**config.mk**
```make
export PLATFORM = sky130hd
export DESIGN_NAME = bram_fifo_ctrl
export DESIGN_NICKNAME = d
export VERILOG_FILES = /design/src/rtl/bram_fifo_ctrl.sv
export SDC_FILE = /design/constraint.sdc
export NUM_CORES = 1
export LEC_CHECK = 0
export BUFFER_PORTS_ARGS = -buffer_cell sky130_fd_sc_hd__buf_2
export CAP_MARGIN = 5
export CELL_PAD_IN_SITES_DETAIL_PLACEMENT = 1
export CELL_PAD_IN_SITES_GLOBAL_PLACEMENT = 1
export CORE_UTILIZATION = 40
export CTS_CLUSTER_SIZE = 20
export DETAILED_ROUTE_END_ITERATION = 16
export GPL_ROUTABILITY_DRIVEN = 0
export PLACE_DENSITY = 0.88
export SLEW_MARGIN = 15
export SYNTH_ARGS = -nofsm -noshare
export SYNTH_HDL_FRONTEND = slang
export SYNTH_SLANG_ARGS = --single-unit
```
**constraint.sdc**
```tcl
create_clock -name clk -period 5.75 [get_ports clk]
set_clock_uncertainty 0.05 [all_clocks]
set_input_delay 0.575 -clock clk [delete_from_list [all_inputs] [get_ports clk]]
set_output_delay 0.575 -clock clk [all_outputs]
set_load 0.03 [all_outputs]
```
**src/rtl/bram_fifo_ctrl.sv**
```systemverilog
// bram_fifo_ctrl: sequencer that wraps a 1W/1R block RAM with a registered read
// (1-cycle latency) into a first-word-fall-through FIFO with valid/ready on both sides.
// Capacity is DEPTH words in RAM plus a 2-entry output buffer that hides the read latency.
// Optional feature macro: FIFO_ALMOST_FLAGS_EN adds o_almost_full / o_almost_empty.

// Simulation-time invariants of the controller.
module bram_fifo_ctrl_chk #(
  parameter int DATA_W = 8,
  parameter int DEPTH  = 8,
  parameter int ADDR_W = $clog2(DEPTH)
) (
  input logic              clk,
  input logic              rstn,
  input logic              ready,
  input logic              wren,
  input logic [ADDR_W:0]   ram_cnt,
  input logic [1:0]        out_cnt,
  input logic              valid,
  input logic              down_ready,
  input logic [DATA_W-1:0] data
);

  localparam logic [ADDR_W:0] RAM_FULL = (ADDR_W + 1)'(DEPTH);

  a_no_push_when_full: assert property (@(posedge clk) disable iff (!rstn) wren |-> ready);
  a_ram_cnt_bound:     assert property (@(posedge clk) disable iff (!rstn) ram_cnt <= RAM_FULL);
  a_out_cnt_bound:     assert property (@(posedge clk) disable iff (!rstn) out_cnt <= 2'd2);
  a_head_stable:       assert property (@(posedge clk) disable iff (!rstn)
                                        (valid && !down_ready) |=> (valid && $stable(data)));

endmodule

module bram_fifo_ctrl #(
  parameter int DATA_W = 8,
  parameter int DEPTH  = 8,
  parameter int ADDR_W = $clog2(DEPTH),
  parameter int CNT_W  = $clog2(DEPTH + 3)
`ifdef FIFO_ALMOST_FLAGS_EN
  ,
  parameter int AF_LEVEL = DEPTH,
  parameter int AE_LEVEL = 2
`endif
) (
  input  logic              clk,
  input  logic              rstn,
  input  logic [DATA_W-1:0] i_data,
  input  logic              i_valid,
  output logic              o_ready,
  output logic [DATA_W-1:0] o_data,
  output logic              o_valid,
  input  logic              i_ready,
  output logic              o_ram_wren,
  output logic [ADDR_W-1:0] o_ram_waddr,
  output logic [DATA_W-1:0] o_ram_wdata,
  output logic [ADDR_W-1:0] o_ram_raddr,
  input  logic [DATA_W-1:0] i_ram_rdata,
  output logic [CNT_W-1:0]  o_count
`ifdef FIFO_ALMOST_FLAGS_EN
  ,
  output logic              o_almost_full,
  output logic              o_almost_empty
`endif
);

  if ((DEPTH < 2) || ((DEPTH & (DEPTH - 1)) != 0)) begin : g_bad_depth
    $error("bram_fifo_ctrl: DEPTH must be a power of 2 and >= 2");
  end

  localparam logic [ADDR_W:0]   RAM_FULL = (ADDR_W + 1)'(DEPTH);
  localparam logic [ADDR_W:0]   CNT_ONE  = (ADDR_W + 1)'(1);
  localparam logic [ADDR_W-1:0] PTR_ONE  = ADDR_W'(1);

  logic [ADDR_W-1:0] wr_ptr_r;
  logic [ADDR_W-1:0] rd_ptr_r;
  logic [ADDR_W:0]   ram_cnt_r;
  logic [ADDR_W:0]   ram_cnt_n;
  logic              inflight_r;
  logic [1:0]        out_cnt_r;
  logic [1:0]        out_cnt_n;
  logic [DATA_W-1:0] buf0_r;
  logic [DATA_W-1:0] buf1_r;
  logic [DATA_W-1:0] buf0_n;
  logic [DATA_W-1:0] buf1_n;
  logic              ready_r;
  logic              valid_r;
  logic [CNT_W-1:0]  count_r;
  logic [CNT_W-1:0]  count_n;
  logic              push_s;
  logic              pop_s;
  logic              fetch_s;
  logic [2:0]        room_s;
  logic [1:0]        slot_s;

  // Handshakes use only registered state on the output side.
  assign push_s = i_valid & ready_r;
  assign pop_s  = valid_r & i_ready;

  // RAM write port is a straight pass-through of the upstream beat.
  assign o_ram_wren  = push_s;
  assign o_ram_waddr = wr_ptr_r;
  assign o_ram_wdata = i_data;
  assign o_ram_raddr = rd_ptr_r;

  assign o_ready = ready_r;
  assign o_valid = valid_r;
  assign o_data  = buf0_r;
  assign o_count = count_r;

  // Fetch decision: read the RAM only when the buffer will have a free slot for the returning word.
  always_comb begin
    room_s  = {1'b0, out_cnt_r} + {2'b00, inflight_r} - {2'b00, pop_s};
    fetch_s = (ram_cnt_r != {(ADDR_W + 1){1'b0}}) && (room_s < 3'd2);
  end

  // RAM occupancy: only completed writes count, so a fetch never races the same-cycle write.
  always_comb begin
    ram_cnt_n = ram_cnt_r;
    case ({push_s, fetch_s})
      2'b10:   ram_cnt_n = ram_cnt_r + CNT_ONE;
      2'b01:   ram_cnt_n = ram_cnt_r - CNT_ONE;
      default: ram_cnt_n = ram_cnt_r;
    endcase
  end

  // Output buffer: shift on pop, then land the in-flight read word in the first free slot.
  always_comb begin
    buf0_n    = buf0_r;
    buf1_n    = buf1_r;
    slot_s    = out_cnt_r - {1'b0, pop_s};
    out_cnt_n = out_cnt_r + {1'b0, inflight_r} - {1'b0, pop_s};
    if (pop_s) begin
      buf0_n = buf1_r;
    end else begin
      buf0_n = buf0_r;
    end
    if (inflight_r) begin
      if (slot_s == 2'd0) begin
        buf0_n = i_ram_rdata;
      end else begin
        buf1_n = i_ram_rdata;
      end
    end else begin
      buf1_n = buf1_r;
    end
  end

  // Total occupancy after this edge: RAM words, the word being read, and buffered words.
  always_comb begin
    count_n = CNT_W'(ram_cnt_n) + CNT_W'(fetch_s) + CNT_W'(out_cnt_n);
  end

  // Pointer, occupancy and output-buffer state.
  always_ff @(posedge clk or negedge rstn) begin
    if (!rstn) begin
      wr_ptr_r   <= {ADDR_W{1'b0}};
      rd_ptr_r   <= {ADDR_W{1'b0}};
      ram_cnt_r  <= {(ADDR_W + 1){1'b0}};
      inflight_r <= 1'b0;
      out_cnt_r  <= 2'd0;
      buf0_r     <= {DATA_W{1'b0}};
      buf1_r     <= {DATA_W{1'b0}};
      ready_r    <= 1'b0;
      valid_r    <= 1'b0;
      count_r    <= {CNT_W{1'b0}};
    end else begin
      if (push_s) begin
        wr_ptr_r <= wr_ptr_r + PTR_ONE;
      end else begin
        wr_ptr_r <= wr_ptr_r;
      end
      if (fetch_s) begin
        rd_ptr_r <= rd_ptr_r + PTR_ONE;
      end else begin
        rd_ptr_r <= rd_ptr_r;
      end
      ram_cnt_r  <= ram_cnt_n;
      inflight_r <= fetch_s;
      out_cnt_r  <= out_cnt_n;
      buf0_r     <= buf0_n;
      buf1_r     <= buf1_n;
      ready_r    <= (ram_cnt_n != RAM_FULL);
      valid_r    <= (out_cnt_n != 2'd0);
      count_r    <= count_n;
    end
  end

`ifdef FIFO_ALMOST_FLAGS_EN
  // Threshold flags follow the registered count on the same edge.
  always_ff @(posedge clk or negedge rstn) begin
    if (!rstn) begin
      o_almost_full  <= 1'b0;
      o_almost_empty <= 1'b1;
    end else begin
      o_almost_full  <= (count_n >= CNT_W'(AF_LEVEL));
      o_almost_empty <= (count_n <= CNT_W'(AE_LEVEL));
    end
  end
`endif

  bram_fifo_ctrl_chk #(
    .DATA_W (DATA_W),
    .DEPTH  (DEPTH),
    .ADDR_W (ADDR_W)
  ) u_chk (
    .clk        (clk),
    .rstn       (rstn),
    .ready      (ready_r),
    .wren       (o_ram_wren),
    .ram_cnt    (ram_cnt_r),
    .out_cnt    (out_cnt_r),
    .valid      (valid_r),
    .down_ready (i_ready),
    .data       (buf0_r)
  );

endmodule

```
* Word level (Yosys, flattened, before mapping)
Cells that the tools add are included.
** Word-level totals
- Register bits after elaboration :: 35
- Word-level logic and storage cells :: 37
- Input bits :: 20
** Operators by class
- Multiplexer cells :: 4
- Bitwise logic cells :: 3
- Reduce and logical (&&, ||, !) cells :: 5
- Order comparisons :: 1
- Add/subtract/negate cells :: 11
- Equality and inequality tests :: 3
** Operators by type and width (number)
- $mux 8 :: 3
- $pmux 4 s2 :: 1
- $add 3x1->3 const B :: 2
- $add 4x1->4 :: 1
- $add 4x1->4 const B :: 1
- $add 4x2->4 :: 1
- $ne 4x4->1 const B :: 1
- $reduce_bool 4->1 :: 1
- $sub 2x1->2 :: 2
- $sub 4x1->4 const B :: 1
- $add 2x1->3 :: 1
- $lt 3x2->1 const B :: 1
- $sub 3x1->3 :: 1
- $add 2x1->2 :: 1
- $and 1x1->1 :: 2
- $eq 2x1->1 const B :: 1
- $eq 2x2->1 const B :: 1
- $logic_not 2->1 :: 1
- $reduce_and 2->1 :: 1
- $reduce_bool 2->1 :: 1
- $logic_and 1x1->1 :: 1
- $not 1->1 :: 1

* Logic depth before layout (Yosys ltp)
Gate-level depths: netlist (run 1).
- Depth in word-level cells :: 8
- Gate-level depth with buffers :: 16

* Least setup slack after synthesis (run 1)
OpenSTA, ideal clock, no wires.
- Path type :: flip-flop to flip-flop
- From :: register valid_r, in the netlist o_valid
- To :: register count_r[3], in the netlist o_count[3]
- Clock period less this slack :: 4196 ps
- Library setup time :: 79 ps
- Data arrival time :: 4066 ps
- Cell stages (with the launch flop) :: 17
- Data required time :: 5621 ps
- Path slack :: 1554 ps
- Buffers on the path :: 0
- Path through :: dfrtp_1 -> nand2_2 -> xnor2_1 -> ha_1 -> inv_1 -> fa_1 -> inv_1 -> nor4_4 -> xor2_1 -> ha_1 -> mux2_2 -> ha_1 -> nand2_1 -> o41ai_1 -> nand2_1 -> mux2i_1 -> xor2_1
** RTL lines
- from (decl) :: line 85 : logic valid_r;
- from (signal assigned) :: line 182 : valid_r <= (out_cnt_n != 2'd0);
- $and 1x1->1 :: line 96 : assign pop_s = valid_r & i_ready;
- $sub 2x1->2 :: line 130 : out_cnt_n = out_cnt_r + {1'b0, inflight_r} - {1'b0, pop_s};
- named net out_cnt_n[1] :: line 79 : logic [1:0] out_cnt_n;
- $add 4x2->4 :: line 149 : count_n = CNT_W'(ram_cnt_n) + CNT_W'(fetch_s) + CNT_W'(out_cnt_n);
- named net count_n[3] :: line 87 : logic [CNT_W-1:0] count_n;
- to (signal assigned) :: line 164 : count_r <= {CNT_W{1'b0}};
- to (signal assigned) :: line 183 : count_r <= count_n;
- to (decl) :: line 86 : logic [CNT_W-1:0] count_r;
The timed path passes the listed nets, and every way through them passes these cells.
A chain may end at the register's enable or synchronous reset.

* Final worst setup path (run 1)
Same ends and word-level chain as after synthesis.

==> results of run 1 <==
cells by family after synthesis:
logic type	count (synthesis)
AO/OA/AOI/OAI	16
XOR/XNOR	13
adder cells (fa/ha/maj)	10
buffers and inverters	17
flip-flops	35
multiplexers	22
AND/OR/NAND/NOR	28
per-layer routing:
metal	wire length, µm	global-route usage, %	vias to the layer above
li1	-	-	532
met1	1450	20.3	567
met2	1930	32.8	39
met3	186	7.09	7
met4	61	6.91	0
met5	0	0	-
per-stage QoR:
stage	cells	setup WS [ns]
2_1_floorplan	141	1.55
3_3_place_gp	215	1.20
3_5_place_dp	215	0.958
4_1_cts	223	1.11
5_1_grt	223	0.764
6_report	223	1.17
path summary, 6_finish.rpt:
kind,from,endpoint,slack (ns),cells past startpoint
max in group asynchronous,rstn,o_count[1],4.86,1
worst min register to register,o_ram_waddr[2],o_ram_waddr[2],0.42,1
worst max register to register,o_valid,o_count[3],1.17,15
min in group clk,o_ram_waddr[2],o_ram_waddr[2],0.42,1
worst max-delay path,o_valid,o_count[3],1.17,15
worst min-delay path,rstn,o_data[2],0.30,1
sequential cells by signal (all words and copies together) (netlist names), 2 cells and up:
name,cells
ram_cnt_r,4
o_data,8
out_cnt_r,2
buf1_r,8
o_count,4
o_ram_raddr,3
o_ram_waddr,3
cell type report:
class / count / area share (%)
Multi-Input combinational cell: 89 / 37.1
Inverter: 8 / 1.49
Timing Repair Buffer: 33 / 8.31
Clock buffer: 6 / 3.60
Clock inverter: 2 / 2.98
Tap cell: 50 / 3.10
Sequential cell: 35 / 43.4
critical path: cells and delay by family, from the launching register on:
family	cells	cell delay, ns
adder cells (fa/ha/maj)	4	1.50
flip-flops	1	0.36
XOR/XNOR	2	0.50
buffers and inverters	2	0.21
AND/OR/NAND/NOR	4	0.85
multiplexers	2	0.57
AO/OA/AOI/OAI	1	0.46
layout by cell type, fill, tap and decap left out, types with 5 or more instances in the layout:
master / synthesis / layout
sky130_fd_sc_hd__a21oi_1: 5 / 5
sky130_fd_sc_hd__buf_2: 1 / 32
sky130_fd_sc_hd__clkbuf_8: 0 / 5
sky130_fd_sc_hd__dfrtp_1: 35 / 35
sky130_fd_sc_hd__ha_1: 8 / 8
sky130_fd_sc_hd__inv_1: 8 / 8
sky130_fd_sc_hd__mux2_2: 11 / 11
sky130_fd_sc_hd__mux2i_1: 11 / 11
sky130_fd_sc_hd__nand2_1: 13 / 13
sky130_fd_sc_hd__o21ai_0: 8 / 8
sky130_fd_sc_hd__xnor2_1: 6 / 6
sky130_fd_sc_hd__xor2_1: 7 / 7
==> run summary, run 1 <==
The run finished with clean final reports. The critical path in this run is classified as reg -> reg. The clock passes through at most 2 buffers. Summing the areas of all fa, ha and maj instances in the mapped netlist gives 8.15% of the synthesized area. The biggest fanout along the worst timing path was 10.

The smallest clock period supported by the final layout is computed as 4.58 ns. Setup repair after global routing left no endpoint under its margin. In the final routed layout, each cell accounts on average for 16.3 µm. Summed over all failing endpoints, the final setup total negative slack is 0 ns. Traced cell by cell, the critical path runs through nand2_2 > xnor2_1 > ha_1 > inv_1 > fa_1 > inv_1 > nor3_2 > ha_1 > mux2_2 > ha_1 > nand2_1 > o41ai_1 > nand2_1 > mux2i_1 > xor2_1. The number of flops mapped to enable cells by yosys works out to 0.

For this design, the slowest cell found on the critical path is sky130_fd_sc_hd__fa_1. TritonCTS built the clock tree. The clock reaches the later pin of the worst-skew pair after 0.29 ns. The area growth from synthesis to layout is 17.3%.

Dividing the final minimum period by the clock period gives 79.6%. The all-layer global routing usage came out at 18.7%. The number of register bits inferred by synthesis is 35, and the number of sinks handled by clock tree synthesis is 35.

The tree is rooted in a sky130_fd_sc_hd__clkbuf_8. The tool flagged a number of max-cap violations equal to 0. Once the clock tree was built, the resizer swapped 0 gates to a different size. The tools report the number of hold buffers added after CTS as 0. Timing would allow up to 218 MHz. Area share of and/or/nand/nor cells after synthesis: 10.2%. Most common cell in the netlist: sky130_fd_sc_hd__dfrtp_1. The routed design has 3640 µm of wire. The number of I/O port buffers works out to 32.

The worst path arrival time was 4.74 ns. For the number of different library cells in the post-synthesis netlist, the log shows 28. Number of antenna violations at the first check in global routing: 0. For the number of DRC markers after the initial detailed-route iteration, the log shows 52. The run gives 42.4% as the effective utilization at floorplan.

The number of routed nets with antenna violations came out at 0. Worst slew margin relative to its limit: 49.1%. 49 I/O pins were placed. The number of nets handed over by synthesis was 171. The total clock buffers created by CTS is 5.

Synthesis handed over a netlist of 141 instances. Pin count of the biggest net entering global routing: 36. STA classifies the critical path startpoint as a register.

For the number of nets at the end of the flow, the log shows 202. The synthesized netlist devotes 5.02% of its cell area to compound gates. The count of standard-cell rows is 23. For this run, the detailed router's first-pass iteration total came to 4. Dividing the detail-routed via count by the number of cells gives 5.13.

0 antenna diodes ended up in the layout. The clock-pin slew on the worst setup and hold paths was 0.07 ns. The filler cells instantiated in the layout total 434. For the pin with the worst max-slew slack, the measured transition is 0.764 ns. The floorplan step set the die width to 67.6 µm. Die area: 4570 µm².

The run gives 5.91 ns as the endpoint required time on the critical path. The post-synthesis mux area share was 13.6%. The most common cell type on the critical path was sky130_fd_sc_hd__ha_1. In this run the cell area measured after placement is 1890 µm². For the count of unresolved DRC violations after routing, the log shows 0.

The logs give 2 for the total number of H-tree levels and 2020 µm² for the final instance area. The most instantiated flip-flop cell in the synthesis netlist was sky130_fd_sc_hd__dfrtp_1. Max-slew violation count: 0.

The wire-length estimate of the detail-placed layout is 2690 µm. The worst hold slack after final layout was 0.299 ns; the number of warnings reported in the yosys synthesis log was 0. For this run, the share of the core covered by cells in the final layout is 49.7%. In this run the post-CTS setup repair buffer count came out at 0.

Share of the synthesized netlist area taken by xor and xnor gates: 6.62%. After synthesis, the most frequently instantiated cells are sky130_fd_sc_hd__dfrtp_1 (35), sky130_fd_sc_hd__nand2_1 (13), sky130_fd_sc_hd__mux2_2 (11), sky130_fd_sc_hd__mux2i_1 (11). On the worst path, the slowest cell contributes a delay of 0.59 ns. Path type of the worst min-delay path: in -> async.

The first global-routing pass estimated 6100 µm of wire. For this run the aggregate overflow at the end of global routing stands at 0. The portion of synthesized cell area occupied by the leading cell type was 50.9%. The worst setup path is captured at a register. The via count of the first global-routing pass was 1302; the combined area of all synthesized cells was 1720 µm². The dominant cell type by area after synthesis is sky130_fd_sc_hd__dfrtp_1. After floorplanning, the core was sized to cover 4060 µm². In this run the mean area of a mapped cell was 12.2 µm².

For the final number of setup-violating endpoints, the log shows 0. By area, the combinational part of the netlist is dominated by multiplexers. The combined area of the multi-input logic cells is 749 µm², and the sequential cell area in the final layout is 876 µm². The tools report the final count of hold timing violations as 0.

The number of vias after detailed routing is 1145. The fraction of registers with async set/reset is 100%. The share of layout cells above drive strength 1 is 33.5%, and the die span in y is 67.6 µm. By area the synthesized netlist is led by sky130_fd_sc_hd__dfrtp_1 (51%), sky130_fd_sc_hd__mux2_2 (7.2%), sky130_fd_sc_hd__mux2i_1 (6.4%), sky130_fd_sc_hd__ha_1 (5.8%), sky130_fd_sc_hd__xor2_1 (3.6%).

The run gives 50.9% as the sequential fraction of the synthesis area.
Power of run 1 is left out: the tool's default activity adds up to more than one toggle a clock period on the data nets, which glitch-free logic cannot reach.
==> run 2, diff against run 1 <==
--- a/config.mk
+++ b/config.mk
@@ -9,11 +9,11 @@
 export CAP_MARGIN = 5
 export CELL_PAD_IN_SITES_DETAIL_PLACEMENT = 1
 export CELL_PAD_IN_SITES_GLOBAL_PLACEMENT = 1
-export CORE_UTILIZATION = 40
+export CORE_UTILIZATION = 36
 export CTS_CLUSTER_SIZE = 20
 export DETAILED_ROUTE_END_ITERATION = 16
 export GPL_ROUTABILITY_DRIVEN = 0
-export PLACE_DENSITY = 0.88
+export PLACE_DENSITY = 0.84
 export SLEW_MARGIN = 15
 export SYNTH_ARGS = -nofsm -noshare
 export SYNTH_HDL_FRONTEND = slang
==> constraint.sdc (replaced) <==
create_clock -name clk -period 4.2 [get_ports clk]
set_clock_uncertainty 0.05 [all_clocks]
set_input_delay 0.42 -clock clk [delete_from_list [all_inputs] [get_ports clk]]
set_output_delay 0.42 -clock clk [all_outputs]
set_load 0.03 [all_outputs]
==> run summary, run 2 (synthesis gave the netlist of run 1 again) <==
Data on the critical path arrives at its endpoint at 4.05 ns. At the worst endpoint, the required time is 4.35 ns. Leaving out fill and tap cells, the most frequent cell in the layout is sky130_fd_sc_hd__dfrtp_1.

The biggest fanout along the worst timing path was 6. After detailed routing, the met2 layer carries 1730 µm of wire. The share of the clock period used by the worst path is 92.9%, and the residual overflow from global routing is 0. In the routed layout, each cell is associated on average with a via count of 4.97. Clock tree synthesis found a total of 35 sinks.

The detail route stage leaves a number of antenna-violating nets equal to 0. The run gives 2 as the total number of H-tree levels. The first global-routing pass estimated 5890 µm of wire.

The type of element capturing the critical path is a register. The final critical path time including I/O delays and setup was 3.90 ns; the post-CTS setup buffer count was 0. After clock tree synthesis, the flow added hold-fix buffers numbering 0. The routed wire length is 3430 µm, and the number of DRC markers after the initial detailed-route iteration is 45. In this run the worst hold path is classified as in -> async.

Max-cap violations in this run came to 0. For the worst-skew pair, the clock arrives at the later sink with an insertion delay of 0.28 ns. The critical path is of the reg -> reg type. In the layout the commonest cells are sky130_fd_sc_hd__dfrtp_1 (35), sky130_fd_sc_hd__buf_2 (32), sky130_fd_sc_hd__nand2_1 (13). The per-cell routed wire length is 15.1 µm. The run gives 10 as the number of iterations in the first detailed-routing pass. For this run, design rule violations remaining after detail routing come to 6. The filler cell count was 504.

From synthesis to final layout, the design area changed by 19.1%. The root buffer cell chosen for the clock tree is sky130_fd_sc_hd__clkbuf_8. The logs give 5060 µm² for the die area and 15.4% for the all-layer global routing usage.

After detailed routing, the met3 layer carries 163 µm of wire. The logs give 256 MHz for the timing-limited maximum frequency and 0 for the number of antenna violations at the first check in global routing. The final number of setup-violating endpoints is 0.

Signal routing reaches up to met4. 0 antenna diodes ended up in the layout. The die span in y works out to 71.1 µm. The flow ran to the end, but the final reports show violations.

TritonCTS built the clock tree. The share of layout cells above drive strength 1 is 37.1%, and the number of I/O port buffers is 32. Via count of the first global-routing pass: 1290. Once detailed placement completed, the half-perimeter wirelength came to 2420 µm.

The run gives 1470 µm as the met1 wire length. Entering global routing, the biggest net connects 36 pins. The region available for standard cell placement spans 4470 µm².

The worst setup path is launched from a register. The die width is 71.1 µm, and the setup TNS is 0 ns. TritonCTS created 5 clock buffers.

The clock-pin slew on the worst setup and hold paths works out to 0.07 ns. The checks that failed: design-rule violations. The count of standard-cell rows is 24.

For the pin with the worst max-slew slack, the measured transition is 0.774 ns. In this run the tightest slew margin relative to its limit is 48.1%. The max-slew violation count is 0, and the number of nets at the end of the flow is 205.

Detailed routing inserted a total of 1129 vias. For this design the top-level I/O count stands at 49. The run gives 0.159 ns as the worst hold slack after final layout.

The initial utilization of the core area, before any placement, comes to 38.5%. The logs give 0 for the final count of hold timing violations and 2 for the number of buffers on the longest clock path.
-- run 2: through the flow --
step	std cells	utilization [%]	instance area [µm²]	worst slack (ns)
after global routing	227	45.8	2050	-0.0153
final	227	45.8	2050	0.299
after floorplan	141	-	1720	0.00442
after CTS	227	45.2	2020	0.0572
after global placement	220	42.7	1910	0.108
after detailed placement	220	42.7	1910	-0.0736
-- run 2: worst paths after layout --
| check | start | to | slack [ns] | depth (start not counted) |
|---|---|---|---|---|
| max | o_valid | o_count[3] | 0.30 | 16 |
| max in group asynchronous | rstn | ram_cnt_r[2] | 3.45 | 1 |
| min in group clk | i_ram_rdata[5] | o_data[5] | 0.31 | 3 |
| min reg2reg | o_ram_raddr[2] | o_ram_raddr[2] | 0.42 | 1 |
| min | rstn | buf1_r[7] | 0.16 | 1 |
| max reg2reg | o_valid | o_count[3] | 0.30 | 16 |
-- run 2: timing repair --
| item | CTS | global route |
|---|---|---|
| gates resized for setup | 1 | 5 |
| gates cloned | 0 | 0 |
| endpoints found under the setup margin | 1 | 1 |
| pin swaps | 0 | 0 |
-- run 2: final cells by class --
type	instances	area (µm²)	area share [%]
flip-flops and latches	35	876	42.7
multi-input cells	89	786	38.3
repair buffers	36	190	9.28
clock buffers	6	72.6	3.54
well taps	52	65.1	3.17
clock inverters	1	30.0	1.47
inverters	8	30.0	1.47
-- run 2: worst max-delay path, cell delays in order, from the launching register on --
cell,delay (ns)
sky130_fd_sc_hd__dfrtp_1,0.36
sky130_fd_sc_hd__nand2_2,0.08
sky130_fd_sc_hd__xnor2_2,0.19
sky130_fd_sc_hd__ha_1,0.20
sky130_fd_sc_hd__inv_1,0.06
sky130_fd_sc_hd__fa_2,0.59
sky130_fd_sc_hd__inv_2,0.10
sky130_fd_sc_hd__nor4_4,0.33
sky130_fd_sc_hd__xor2_1,0.20
sky130_fd_sc_hd__ha_1,0.26
sky130_fd_sc_hd__mux2_2,0.31
sky130_fd_sc_hd__ha_1,0.30
sky130_fd_sc_hd__nand2_1,0.10
sky130_fd_sc_hd__o41ai_4,0.25
sky130_fd_sc_hd__nand2_1,0.09
sky130_fd_sc_hd__mux2i_1,0.18
sky130_fd_sc_hd__xor2_1,0.18
-- run 2: metal layers --
layer  up-vias  track usage (%)
met3        12             4.42
met4         0             7.33
met5         -                0
met2        29             26.0
li1        532                -
met1       556             18.2
Power of run 2 is left out for the same reason.
==> run 3, diff against run 2 <==
--- a/config.mk
+++ b/config.mk
@@ -13,8 +13,10 @@
 export CTS_CLUSTER_SIZE = 20
 export DETAILED_ROUTE_END_ITERATION = 16
 export GPL_ROUTABILITY_DRIVEN = 0
-export PLACE_DENSITY = 0.84
+export MAX_ROUTING_LAYER = met4
+export PLACE_DENSITY_LB_ADDON = 0.1
 export SLEW_MARGIN = 15
 export SYNTH_ARGS = -nofsm -noshare
 export SYNTH_HDL_FRONTEND = slang
 export SYNTH_SLANG_ARGS = --single-unit
+export TNS_END_PERCENT = 5
==> run summary, run 3 (synthesis gave the netlist of run 1 again) <==
The run finished, with violations left. The checks that failed: design-rule violations. In this run the worst setup path terminates at o_count[3]. The reg-to-reg setup timing slack was 0.34 ns.

For this run, the top clock speed supported by timing is 259 MHz. The tree is rooted in a sky130_fd_sc_hd__clkbuf_8. From bottom edge to top edge, the die measures 71.1 µm. The I/O pin total came out at 49. Cells with a size suffix above 1 make up 36.4% of the layout. The total number of H-tree levels is 2, and the final antenna diode count is 0. The tools report the floorplan core area as 4470 µm². Signal routing reaches up to met4.

The effective utilization at floorplan was 38.5%; the via density per instance was 4.93. Data on the critical path arrives at its endpoint at 4.01 ns. For the worst slew margin relative to its limit, the log shows 42.4%. STA classifies the critical path startpoint as a register. The clock reaches the later pin of the worst-skew pair after 0.28 ns. The type of element capturing the critical path is a register. The count of buffers added on input and output ports is 32. The library cell used most frequently in the layout, excluding fill and tap cells, is sky130_fd_sc_hd__dfrtp_1.

The tools report the pin count of the biggest net entering global routing as 36. The area growth from synthesis to layout is 18.0%. The longest clock path from root to sink contains 2 buffers.

The number of nets at the end of the flow is 205, and the final count of hold timing violations is 0. The logs give 5 for the total clock buffers created by CTS and 6190 µm for the wire length of the first global-routing pass. Global routing consumed, over all layers together, 16.7% of the routing resources. The die covers 5060 µm². For the worst setup path, the data required time is 4.35 ns. Number of hold buffers added after CTS: 0.

The worst hold slack after final layout was 0.170 ns; the share of the clock period used by the worst path was 91.9%. The per-cell routed wire length works out to 15.5 µm. The count of maximum capacitance violations was 0; the clock-pin slew on the worst setup and hold paths was 0.07 ns. Summed over all layers, the global routing overflow is 0.

The met3 wirelength from detailed routing is 176 µm. The min-delay analysis places its worst path in the category in -> async. The run gives 1289 as the via count of the first global-routing pass. The run gives 35 as the number of sinks handled by clock tree synthesis. The run gives 0 ns as the setup TNS.

The number of routed nets with antenna violations is 0, and the number of DRC markers after the initial detailed-route iteration is 32. The launching point of the worst reg2reg path was o_valid. The endpoint identified for the worst register-to-register timing path is o_count[3].

The start-to-end type of the worst setup path is reg -> reg. The tools report the max-slew violation count as 0. TritonCTS built the clock tree.

The count of standard-cell rows was 24; the slew at the pin closest to its max-slew limit was 0.861 ns. Across all layers, the routed design uses 1125 vias. The final critical path time including I/O delays and setup came out at 3.86 ns.

Setup violations remaining at the end of the flow were counted as 0. In the layout the commonest cells are sky130_fd_sc_hd__dfrtp_1 (35), sky130_fd_sc_hd__buf_2 (32), sky130_fd_sc_hd__nand2_1 (13). In the detailed route, the total length drawn on met2 is 1940 µm.

For the worst flop-to-flop path, the logic depth is 16. In the final routing, the length of wire on met1 measures 1370 µm. In the routed design, unresolved DRC markers number 3.

Along the worst path, the maximum fanout reaches 4. The die width is 71.1 µm. After legalization and detailed placement, the total HPWL measured 2630 µm. The critical path starts at o_valid. The number of antenna violations at the first check in global routing was 0. Setup repair after global routing left no endpoint under its margin.

The number of iterations in the first detailed-routing pass is 12. The utilization after layout was 45.4%. Wires add up to 3530 µm.
run 3: critical path, stage by stage, from the launching register on:
cell and delay [ns]:
sky130_fd_sc_hd__dfrtp_1 0.38, sky130_fd_sc_hd__nand2_2 0.08, sky130_fd_sc_hd__xnor2_1 0.19, sky130_fd_sc_hd__ha_1 0.19
sky130_fd_sc_hd__inv_1 0.06, sky130_fd_sc_hd__fa_1 0.43, sky130_fd_sc_hd__xor2_2 0.23, sky130_fd_sc_hd__nor4_4 0.34
sky130_fd_sc_hd__xor2_1 0.18, sky130_fd_sc_hd__ha_1 0.25, sky130_fd_sc_hd__mux2_2 0.30, sky130_fd_sc_hd__ha_1 0.31
sky130_fd_sc_hd__nand2_1 0.07, sky130_fd_sc_hd__o41ai_2 0.30, sky130_fd_sc_hd__nand2_1 0.09, sky130_fd_sc_hd__mux2i_1 0.18
sky130_fd_sc_hd__xor2_1 0.16
run 3: area by class of cell:
type / count / area [µm²]
clock buffers: 8 / 100
fillers: 495 / 2440
flip-flops and latches: 35 / 876
repair buffers: 36 / 190
well taps: 52 / 65.1
inverters: 8 / 30.0
multi-input cells: 89 / 769
run 3: timing repair:
item	4_1_cts	5_1_grt
setup endpoints to repair	0	1
buffers inserted	0	0
resized for setup	0	2
run 3: worst min path at each step:
stage              startpoint        endpoint  slack [ns]  depth (start not counted)
3_5_place_dp   o_ram_waddr[2]  o_ram_waddr[2]        0.41                          1
5_1_grt                  rstn       buf1_r[0]        0.22                          1
4_1_cts                  rstn       buf1_r[0]        0.18                          1
2_1_floorplan            rstn       buf1_r[0]        0.07                          0
3_3_place_gp   o_ram_raddr[2]  o_ram_raddr[2]        0.40                          1
6_report                 rstn       buf1_r[4]        0.17                          1
run 3: layer usage:
metal	track usage (%)	vias to the layer above
met5	-	-
met4	6.67	0
met3	5.27	6
met2	29.5	26
met1	17.1	561
li1	-	532
run 3: stage by stage:
| stage | setup slack (ns) | cell area [µm²] | cells |
|---|---|---|---|
| finish | 0.341 | 2030 | 228 |
| global route | 0.0742 | 2030 | 228 |
| detailed placement | 0.00512 | 1920 | 220 |
| floorplan | 0.00442 | 1720 | 141 |
| global placement | 0.163 | 1920 | 220 |
| CTS | 0.0888 | 2020 | 228 |
Power of run 3 is left out for the same reason.
